`config.mk`:
```
export PLATFORM = sky130hd
export DESIGN_NAME = exec_core
export DESIGN_NICKNAME = d
export VERILOG_FILES = /design/src/rtl/exec_core_pkg.sv /design/src/rtl/exec_core_regfile.sv /design/src/rtl/exec_core.sv
export SDC_FILE = /design/constraint.sdc
export NUM_CORES = 1
export LEC_CHECK = 0
export CAP_MARGIN = 20
export CORE_ASPECT_RATIO = 0.8
export CORE_MARGIN = 2
export CORE_UTILIZATION = 58
export CTS_CLUSTER_SIZE = 16
export DETAILED_ROUTE_END_ITERATION = 10
export PLACE_DENSITY_LB_ADDON = 0.25
export SYNTH_ARGS = -nofsm -noshare
export SYNTH_HDL_FRONTEND = slang
export SYNTH_HIERARCHICAL = 1
export SYNTH_SLANG_ARGS = --single-unit
```
`constraint.sdc`:
```
create_clock -name clk -period 3.46 [get_ports clk]
set_input_delay 0.346 -clock clk [delete_from_list [all_inputs] [get_ports clk]]
set_output_delay 0.346 -clock clk [all_outputs]
set_load 0.1 [all_outputs]
```
`src/rtl/exec_core_pkg.sv`:
```
// Shared encodings for exec_core: opcodes, FSM states, flag bit positions.
package exec_core_pkg;

    localparam int unsigned OPC_W  = 4;
    localparam int unsigned FLAG_W = 4;

    // Flag vector layout is {Z, N, C, V}
    localparam int unsigned FLAG_Z = 3;
    localparam int unsigned FLAG_N = 2;
    localparam int unsigned FLAG_C = 1;
    localparam int unsigned FLAG_V = 0;

    typedef enum logic [OPC_W-1:0] {
        OP_ADD = 4'd0,
        OP_SUB = 4'd1,
        OP_AND = 4'd2,
        OP_OR  = 4'd3,
        OP_XOR = 4'd4,
        OP_MOV = 4'd5,
        OP_NOT = 4'd6,
        OP_CMP = 4'd7
    } opcode_e;

    typedef enum logic [1:0] {
        ST_IDLE = 2'd0,
        ST_EX1  = 2'd1,
        ST_EX2  = 2'd2,
        ST_EX3  = 2'd3
    } state_e;

    // Encodings above OP_CMP are reserved and rejected with an error pulse
    function automatic logic is_legal(input logic [OPC_W-1:0] op);
        return (op <= 4'(OP_CMP));
    endfunction

endpackage

```
`src/rtl/exec_core_regfile.sv`:
```
// NREG x WIDTH register file: one write port, three combinational read ports.
module exec_core_regfile #(
    parameter  int unsigned WIDTH = 8,
    parameter  int unsigned NREG  = 4,
    localparam int unsigned RIDX  = $clog2(NREG)
) (
    input  logic             clk,
    input  logic             reset,
    input  logic             we_i,
    input  logic [RIDX-1:0]  widx_i,
    input  logic [WIDTH-1:0] wdata_i,
    input  logic [RIDX-1:0]  ra_idx_i,
    output logic [WIDTH-1:0] ra_data_o,
    input  logic [RIDX-1:0]  rb_idx_i,
    output logic [WIDTH-1:0] rb_data_o,
    input  logic [RIDX-1:0]  rc_idx_i,
    output logic [WIDTH-1:0] rc_data_o
);

    logic [WIDTH-1:0] mem_q [NREG];

    // Storage: cleared by reset, single write per cycle
    always_ff @(posedge clk) begin
        if (reset) begin
            for (int i = 0; i < int'(NREG); i++) begin
                mem_q[i] <= '0;
            end
        end else if (we_i) begin
            mem_q[widx_i] <= wdata_i;
        end
    end

    assign ra_data_o = mem_q[ra_idx_i];
    assign rb_data_o = mem_q[rb_idx_i];
    assign rc_data_o = mem_q[rc_idx_i];

endmodule

```
`src/rtl/exec_core.sv`:
```
// Multi-cycle execution core: IDLE -> EX1 (fetch OP1) -> EX2 (fetch OP2) -> EX3 (ALU + writeback).
module exec_core
    import exec_core_pkg::*;
#(
    parameter  int unsigned WIDTH = 8,
    parameter  int unsigned NREG  = 4,
    localparam int unsigned RIDX  = $clog2(NREG)
) (
    input  logic              clk,
    input  logic              reset,
    input  logic              start,
    input  logic [OPC_W-1:0]  opcode,
    input  logic [RIDX-1:0]   src,
    input  logic [RIDX-1:0]   dest,
    output logic              ready,
    output logic              done,
    output logic              error,
    output logic [WIDTH-1:0]  result,
    output logic [FLAG_W-1:0] flags,
    input  logic              wr_en,
    input  logic [RIDX-1:0]   wr_idx,
    input  logic [WIDTH-1:0]  wr_data,
    input  logic [RIDX-1:0]   rd_idx,
    output logic [WIDTH-1:0]  rd_data
);

    localparam int unsigned MSB = WIDTH - 1;

    state_e             state_q;
    opcode_e            op_q;
    logic [RIDX-1:0]    src_q;
    logic [RIDX-1:0]    dest_q;
    logic [WIDTH-1:0]   op1_q;
    logic [WIDTH-1:0]   op2_q;
    logic [WIDTH-1:0]   result_q;
    logic [FLAG_W-1:0]  flags_q;
    logic               ready_q;
    logic               done_q;
    logic               error_q;

    logic [WIDTH-1:0]   rs_data;
    logic [WIDTH-1:0]   rt_data;

    logic               rf_we;
    logic [RIDX-1:0]    rf_widx;
    logic [WIDTH-1:0]   rf_wdata;

    logic [WIDTH:0]     sum_c;
    logic [WIDTH:0]     diff_c;
    logic [WIDTH-1:0]   alu_res_c;
    logic [FLAG_W-1:0]  alu_flags_c;
    logic               alu_wr_c;

    exec_core_regfile #(
        .WIDTH (WIDTH),
        .NREG  (NREG)
    ) u_regfile (
        .clk       (clk),
        .reset     (reset),
        .we_i      (rf_we),
        .widx_i    (rf_widx),
        .wdata_i   (rf_wdata),
        .ra_idx_i  (src_q),
        .ra_data_o (rs_data),
        .rb_idx_i  (dest_q),
        .rb_data_o (rt_data),
        .rc_idx_i  (rd_idx),
        .rc_data_o (rd_data)
    );

    // Borrow of the subtract is bit WIDTH of the zero-extended difference
    assign sum_c  = {1'b0, op2_q} + {1'b0, op1_q};
    assign diff_c = {1'b0, op2_q} - {1'b0, op1_q};

    // ALU: result, flags and whether the op writes back
    always_comb begin
        alu_res_c   = '0;
        alu_flags_c = '0;
        alu_wr_c    = 1'b1;
        case (op_q)
            OP_ADD: begin
                alu_res_c           = sum_c[WIDTH-1:0];
                alu_flags_c[FLAG_C] = sum_c[WIDTH];
                alu_flags_c[FLAG_V] = (op2_q[MSB] == op1_q[MSB]) && (alu_res_c[MSB] != op2_q[MSB]);
            end
            OP_SUB, OP_CMP: begin
                alu_res_c           = diff_c[WIDTH-1:0];
                alu_flags_c[FLAG_C] = diff_c[WIDTH];
                alu_flags_c[FLAG_V] = (op2_q[MSB] != op1_q[MSB]) && (alu_res_c[MSB] != op2_q[MSB]);
                alu_wr_c            = (op_q != OP_CMP);
            end
            OP_AND:  alu_res_c = op2_q & op1_q;
            OP_OR:   alu_res_c = op2_q | op1_q;
            OP_XOR:  alu_res_c = op2_q ^ op1_q;
            OP_MOV:  alu_res_c = op1_q;
            OP_NOT:  alu_res_c = ~op1_q;
            default: alu_wr_c  = 1'b0;
        endcase
        alu_flags_c[FLAG_Z] = (alu_res_c == '0);
        alu_flags_c[FLAG_N] = alu_res_c[MSB];
    end

    // Write port arbitration: external writes only in IDLE, ALU writeback in EX3
    always_comb begin
        rf_we    = 1'b0;
        rf_widx  = wr_idx;
        rf_wdata = wr_data;
        if (state_q == ST_IDLE) begin
            rf_we = wr_en;
        end else if ((state_q == ST_EX3) && alu_wr_c) begin
            rf_we    = 1'b1;
            rf_widx  = dest_q;
            rf_wdata = alu_res_c;
        end
    end

    // Control FSM with registered status outputs
    always_ff @(posedge clk) begin
        if (reset) begin
            state_q  <= ST_IDLE;
            op_q     <= OP_ADD;
            src_q    <= '0;
            dest_q   <= '0;
            op1_q    <= '0;
            op2_q    <= '0;
            result_q <= '0;
            flags_q  <= '0;
            ready_q  <= 1'b1;
            done_q   <= 1'b0;
            error_q  <= 1'b0;
        end else begin
            done_q  <= 1'b0;
            error_q <= 1'b0;
            case (state_q)
                ST_IDLE: begin
                    if (start) begin
                        if (is_legal(opcode)) begin
                            op_q    <= opcode_e'(opcode);
                            src_q   <= src;
                            dest_q  <= dest;
                            ready_q <= 1'b0;
                            state_q <= ST_EX1;
                        end else begin
                            error_q <= 1'b1;
                        end
                    end
                end
                ST_EX1: begin
                    op1_q   <= rs_data;
                    state_q <= ST_EX2;
                end
                ST_EX2: begin
                    op2_q   <= rt_data;
                    state_q <= ST_EX3;
                end
                ST_EX3: begin
                    result_q <= alu_res_c;
                    flags_q  <= alu_flags_c;
                    done_q   <= 1'b1;
                    ready_q  <= 1'b1;
                    state_q  <= ST_IDLE;
                end
                default: state_q <= ST_IDLE;
            endcase
        end
    end

    assign ready  = ready_q;
    assign done   = done_q;
    assign error  = error_q;
    assign result = result_q;
    assign flags  = flags_q;

endmodule

```
After elaboration in Yosys (flattened, before gate mapping)
Memory sizes are Yosys's and may differ from the RTL's. A register that Yosys moved wholly into a read port is not among the register bits.
Cells that the tools add are included.
{"block": "classes", "reduce_logical": 14, "n_lt_le_gt_ge": 1, "eq_ne": 17, "n_addsub": 2, "mux": 25, "bitwise": 6}
{"operator": "case mux 8 bit (7 select lines)", "n": 1}
{"operator": "2-to-1 mux 8 bit", "n": 3}
{"operator": "equality test 4 x 3 -> 1 bit (second input constant)", "n": 4}
{"operator": "2-to-1 mux 1 bit", "n": 12}
{"operator": "2-to-1 mux 2 bit", "n": 5}
{"operator": "adder 8 x 8 -> 9 bit", "n": 1}
{"operator": "subtractor 8 x 8 -> 9 bit", "n": 1}
{"operator": "bitwise AND 8 bit", "n": 1}
{"operator": "equality test 4 x 2 -> 1 bit (second input constant)", "n": 2}
{"operator": "logical NOT 8 bit", "n": 1}
{"operator": "inverter 8 bit", "n": 1}
{"operator": "bitwise OR 8 bit", "n": 1}
{"operator": "case mux 2 bit (4 select lines)", "n": 1}
{"operator": "OR reduction 8 bit", "n": 1}
{"operator": "bitwise XOR 8 bit", "n": 1}
{"operator": "AND reduction 3 bit", "n": 2}
{"operator": "OR reduction 6 bit", "n": 1}
{"operator": "equality test 2 bit (second input constant)", "n": 2}
{"operator": "equality test 4 x 1 -> 1 bit (second input constant)", "n": 1}
{"operator": "<= comparator 4 x 3 -> 1 bit (second input constant)", "n": 1}
{"operator": "logical NOT 4 bit", "n": 1}
{"operator": "!= test 4 x 3 -> 1 bit (second input constant)", "n": 1}
{"operator": "case mux 1 bit (2 select lines)", "n": 2}
{"operator": "case mux 2 bit (2 select lines)", "n": 1}
{"operator": "other kinds (12)", "n": 17}
{"block": "word_totals", "memories": 1, "ramBits": 32, "inputBits": 24, "wordCells": 75, "output_inout_bits": 23, "regBits": 25}
{"memory": "u_regfile.mem_q", "words": 4, "width": 8, "rd": 3, "rd_ports_with_merged_regs": 2, "write_ports": 4, "line_no": "exec_core_regfile.sv:20", "text": "logic [WIDTH-1:0] mem_q [NREG];"}

Logic depth before layout (Yosys ltp)
{"block": "logic_depth", "ltp_word": 11, "mapped_depth": 12, "mapped_depth_nobuf": 12}

Modules after synthesis
The synthesis kept the hierarchy.
{"module": "exec_core", "area_each_um2": 3037.9, "cells_per_inst": 377, "seq_area_each_um2": 800.8, "instances": 1}
{"module": "exec_core_regfile", "area_each_um2": 1868.0, "cells_per_inst": 104, "seq_area_each_um2": 960.9, "instances": 1}

Worst setup path before layout
OpenSTA, ideal clock, no wires.
{"block": "synth_timing", "path_kind": "flip-flop to flip-flop", "start": "register op_q[1]", "end": "memory u_regfile.mem_q[2][0] (enable)", "required_time_ps": 3085, "slack_ps": 1009, "path_stages_with_launch": 9, "synth_period_minus_slack_ps": 2451, "arrival_ps": 2077, "setup_time_ps": 375, "path_buffers": 3, "cell_sequence": "dfxtp_1 -> buf_6 -> buf_6 -> buf_2 -> nand3_1 -> nand3_1 -> mux2_2 -> nand2b_1 -> o21bai_1"}
{"element": "start: declaration", "line_no": "exec_core.sv:30", "text": "opcode_e op_q;"}
{"element": "start signal: assignment", "line_no": "exec_core.sv:138", "text": "op_q <= opcode_e'(opcode);"}
{"element": "end: declaration", "line_no": "exec_core_regfile.sv:20"}

==> reports/results.tsv <==
metric	value	unit
status	finished, final reports clean	
Die W	107	um
insertion delay to the later sink of the worst-skew pair	0.35	ns
Worst Slack Setup Final	0.286	ns
root buffer cell	clkbuf_8	
hold_buf cts	0	
post-synthesis mux area share	16.5	%
unrepaired setup endpoints after global routing	false	
leakage	2.02	nW
die area	0.00921	mm^2
quantity of gates resized following cts	0	
Max VDD drop	0.349	mV
Peak Freq	315	MHz
Synth Area in Simple Gates	18.3	%
CTS tree	built	
clk slew on worst S/H paths	0.09	ns
Post-route DRC	0	
Reg area	0.00176	mm^2
main combinational cell family by area after synthesis	simple AND/OR/NAND/NOR gates	
total track usage	28.2	%
Final Skew	0.0152	ns
Routed Antenna Nets	0	
most frequent cells in the layout	nor2_1 (50), dfxtp_1 (40), nand2_1 (38), clkdlybuf4s50_1 (38), edfxtp_1 (32)	
nature of the critical path endpoint	flop	
Post-CTS Setup Repair Bufs	0	
max-cap violations	0	
Worst setup SP type	flop	
CTS max path bufs	2	
final setup fails	0	
post-route setup TNS	0	ns
DP Worst Slack	0.383	ns
worst hold slack	0.470	ns
antenna violations before repair	0	
Synth area leaders	edfxtp_1 (20%), dfxtp_1 (16%), mux4_2 (11%)	
num rows	29	
Vert. Die Dim	86.3	um
global-route wire length before repair	19900	um
DR WL/cell	19.8	um
leading area contributor after synthesis	edfxtp_1	
Sink Count	72	
share of the clock period used by the worst path	91.7	%
Final Max Slew Viols	0	
Mapped Avg Cell Area	10.2	um^2
EDFF count, synth	32	
required time of the critical path	3.56	ns
CTS H-tree lvls	3	
warnings from Yosys	6	
post-synth top area share	19.6	%
CTS Buf Count	9	
maximum fanout along the worst path	6	
final wirelength	12400	um
Critical Path AT	3.28	ns
Overflow after GRT	0	
Fillers	632	
syn_nets	535	
Pwr per Cell Area	581	mW/mm^2
dpl hpwl	9050	um
Worst Tran Pin Value	0.987	ns
leading cell type in the layout, fill and taps excluded	nor2_1	
cell count after synthesis	481	
XOR/XNOR share of the synthesized area	1.43	%
Cell variety after synth	67	
Seq/Total Area, Yosys	35.9	%
Starting Density	60.9	%
ys async rst share	0	%
ant diodes	0	
post-synthesis adder-cell area fraction	7.96	%
largest net degree at the start of global routing	35	
Detailed Route Iter0 Violations	367	
Tmin final	3.17	ns
area of the multi-input gates	0.00283	mm^2
critical path type	reg2reg	
Hold Path Class	reg2reg	
vias after detailed routing	3866	
layout cells sized above 1	16.0	%
Via density	6.17	
compound-gate portion of the synthesized area	13.6	%
Synth Cell Area	0.00491	mm^2
Final Core Density	68.6	%
io pins	47	
GPL Wtd Cong	0.938	
Synth Register Bits	72	
Synth Flop Type	dfxtp_1	
Port-buffer cells	46	
DR pass1 iterations	5	
vias in the first global route	3788	
core footprint	0.00806	mm^2
synthesis-to-finish area growth	12.6	%
final hold vios	0	
relative slew slack	34.0	%
Layout Nets	568	
-- worst max-delay path: stages (launching register included) --
cell and delay [ns]:
dfxtp_1 0.42, ha_1 0.25, inv_1 0.08, fa_1 0.38, nand3b_1 0.21, a21oi_1 0.19, xnor2_1 0.14, nor4_1 0.07
a211oi_1 0.67, o21ai_0 0.28, and2_2 0.24
-- kinds of logic after synthesis --
family | after synthesis
AO/OA/AOI/OAI | 95
XOR/XNOR | 8
adder cells (fa/ha/maj) | 30
buffers and inverters | 61
flip-flops | 72
multiplexers | 50
AND/OR/NAND/NOR | 165
-- flip-flops by register name (all words and copies together) (netlist names) --
| signal | flops |
|---|---|
| error | 1 |
| flags | 4 |
| src_q | 2 |
| op_q | 4 |
| op1_q | 8 |
| state_q | 2 |
| dest_q | 2 |
| u_regfile/mem_q | 32 |
| result | 7 |
| op2_q | 8 |
| done | 1 |
| ready | 1 |
-- layout make-up --
type                       count  area share (%)
inverter                      27            1.83
timing repair buffer          56            9.33
tap                          108            2.45
clock buffer                  11            2.56
multi-input combinational    348            51.3
clock inverter                 5           0.679
sequential                    72            31.9
-- path summary, 6_finish.rpt --
| path | start | to | slack (ns) | depth (start not counted) |
|---|---|---|---|---|
| hold reg to reg | flags[3] | flags[3] | 0.47 | 2 |
| setup / recovery | op1_q[0] | u_regfile/mem_q[0][4] | 0.29 | 10 |
| hold / removal | flags[3] | flags[3] | 0.47 | 2 |
| setup reg to reg | op1_q[0] | u_regfile/mem_q[0][4] | 0.29 | 10 |
-- metal layers --
| layer | track usage [%] | vias up | wire (um) |
|---|---|---|---|
| met1 | 39.3 | 1860 | 5320 |
| met2 | 45.8 | 186 | 5910 |
| met5 | 0 | - | 0 |
| met4 | 6.14 | 0 | 157 |
| li1 | - | 1804 | - |
| met3 | 6.39 | 16 | 1010 |
-- stage by stage --
stage | area (um^2) | instances | power [mW]
after CTS | 5530 | 627 | 3.20
after global routing | 5530 | 627 | 3.37
after floorplan | 4910 | 481 | 2.24
after detailed placement | 5350 | 611 | 2.58
final | 5530 | 627 | 3.21
after global placement | 5350 | 611 | 2.55
-- where the power goes --
part / total [mW] / internal, mW / switching [mW] / leakage, nW
Combinational: 1.44 / 0.546 / 0.898 / 1.28
Clock: 0.622 / 0.285 / 0.337 / 0.0908
Sequential: 1.15 / 1.01 / 0.138 / 0.658
Total: 3.21 / 1.84 / 1.37 / 2.02
-- synthesized netlist by cell type, types with 6 or more instances --
cell type	number
a211oi_1	12
a21oi_1	27
and2_1	26
and2_2	8
buf_2	8
buf_6	8
clkbuf_1	11
dfxtp_1	40
edfxtp_1	32
ha_1	28
inv_1	27
mux2i_1	20
mux4_2	24
nand2_1	38
nand3_1	7
nor2_1	50
o21ai_0	9
xnor2_1	6
Note: power is estimated with default switching activity, not from simulation.
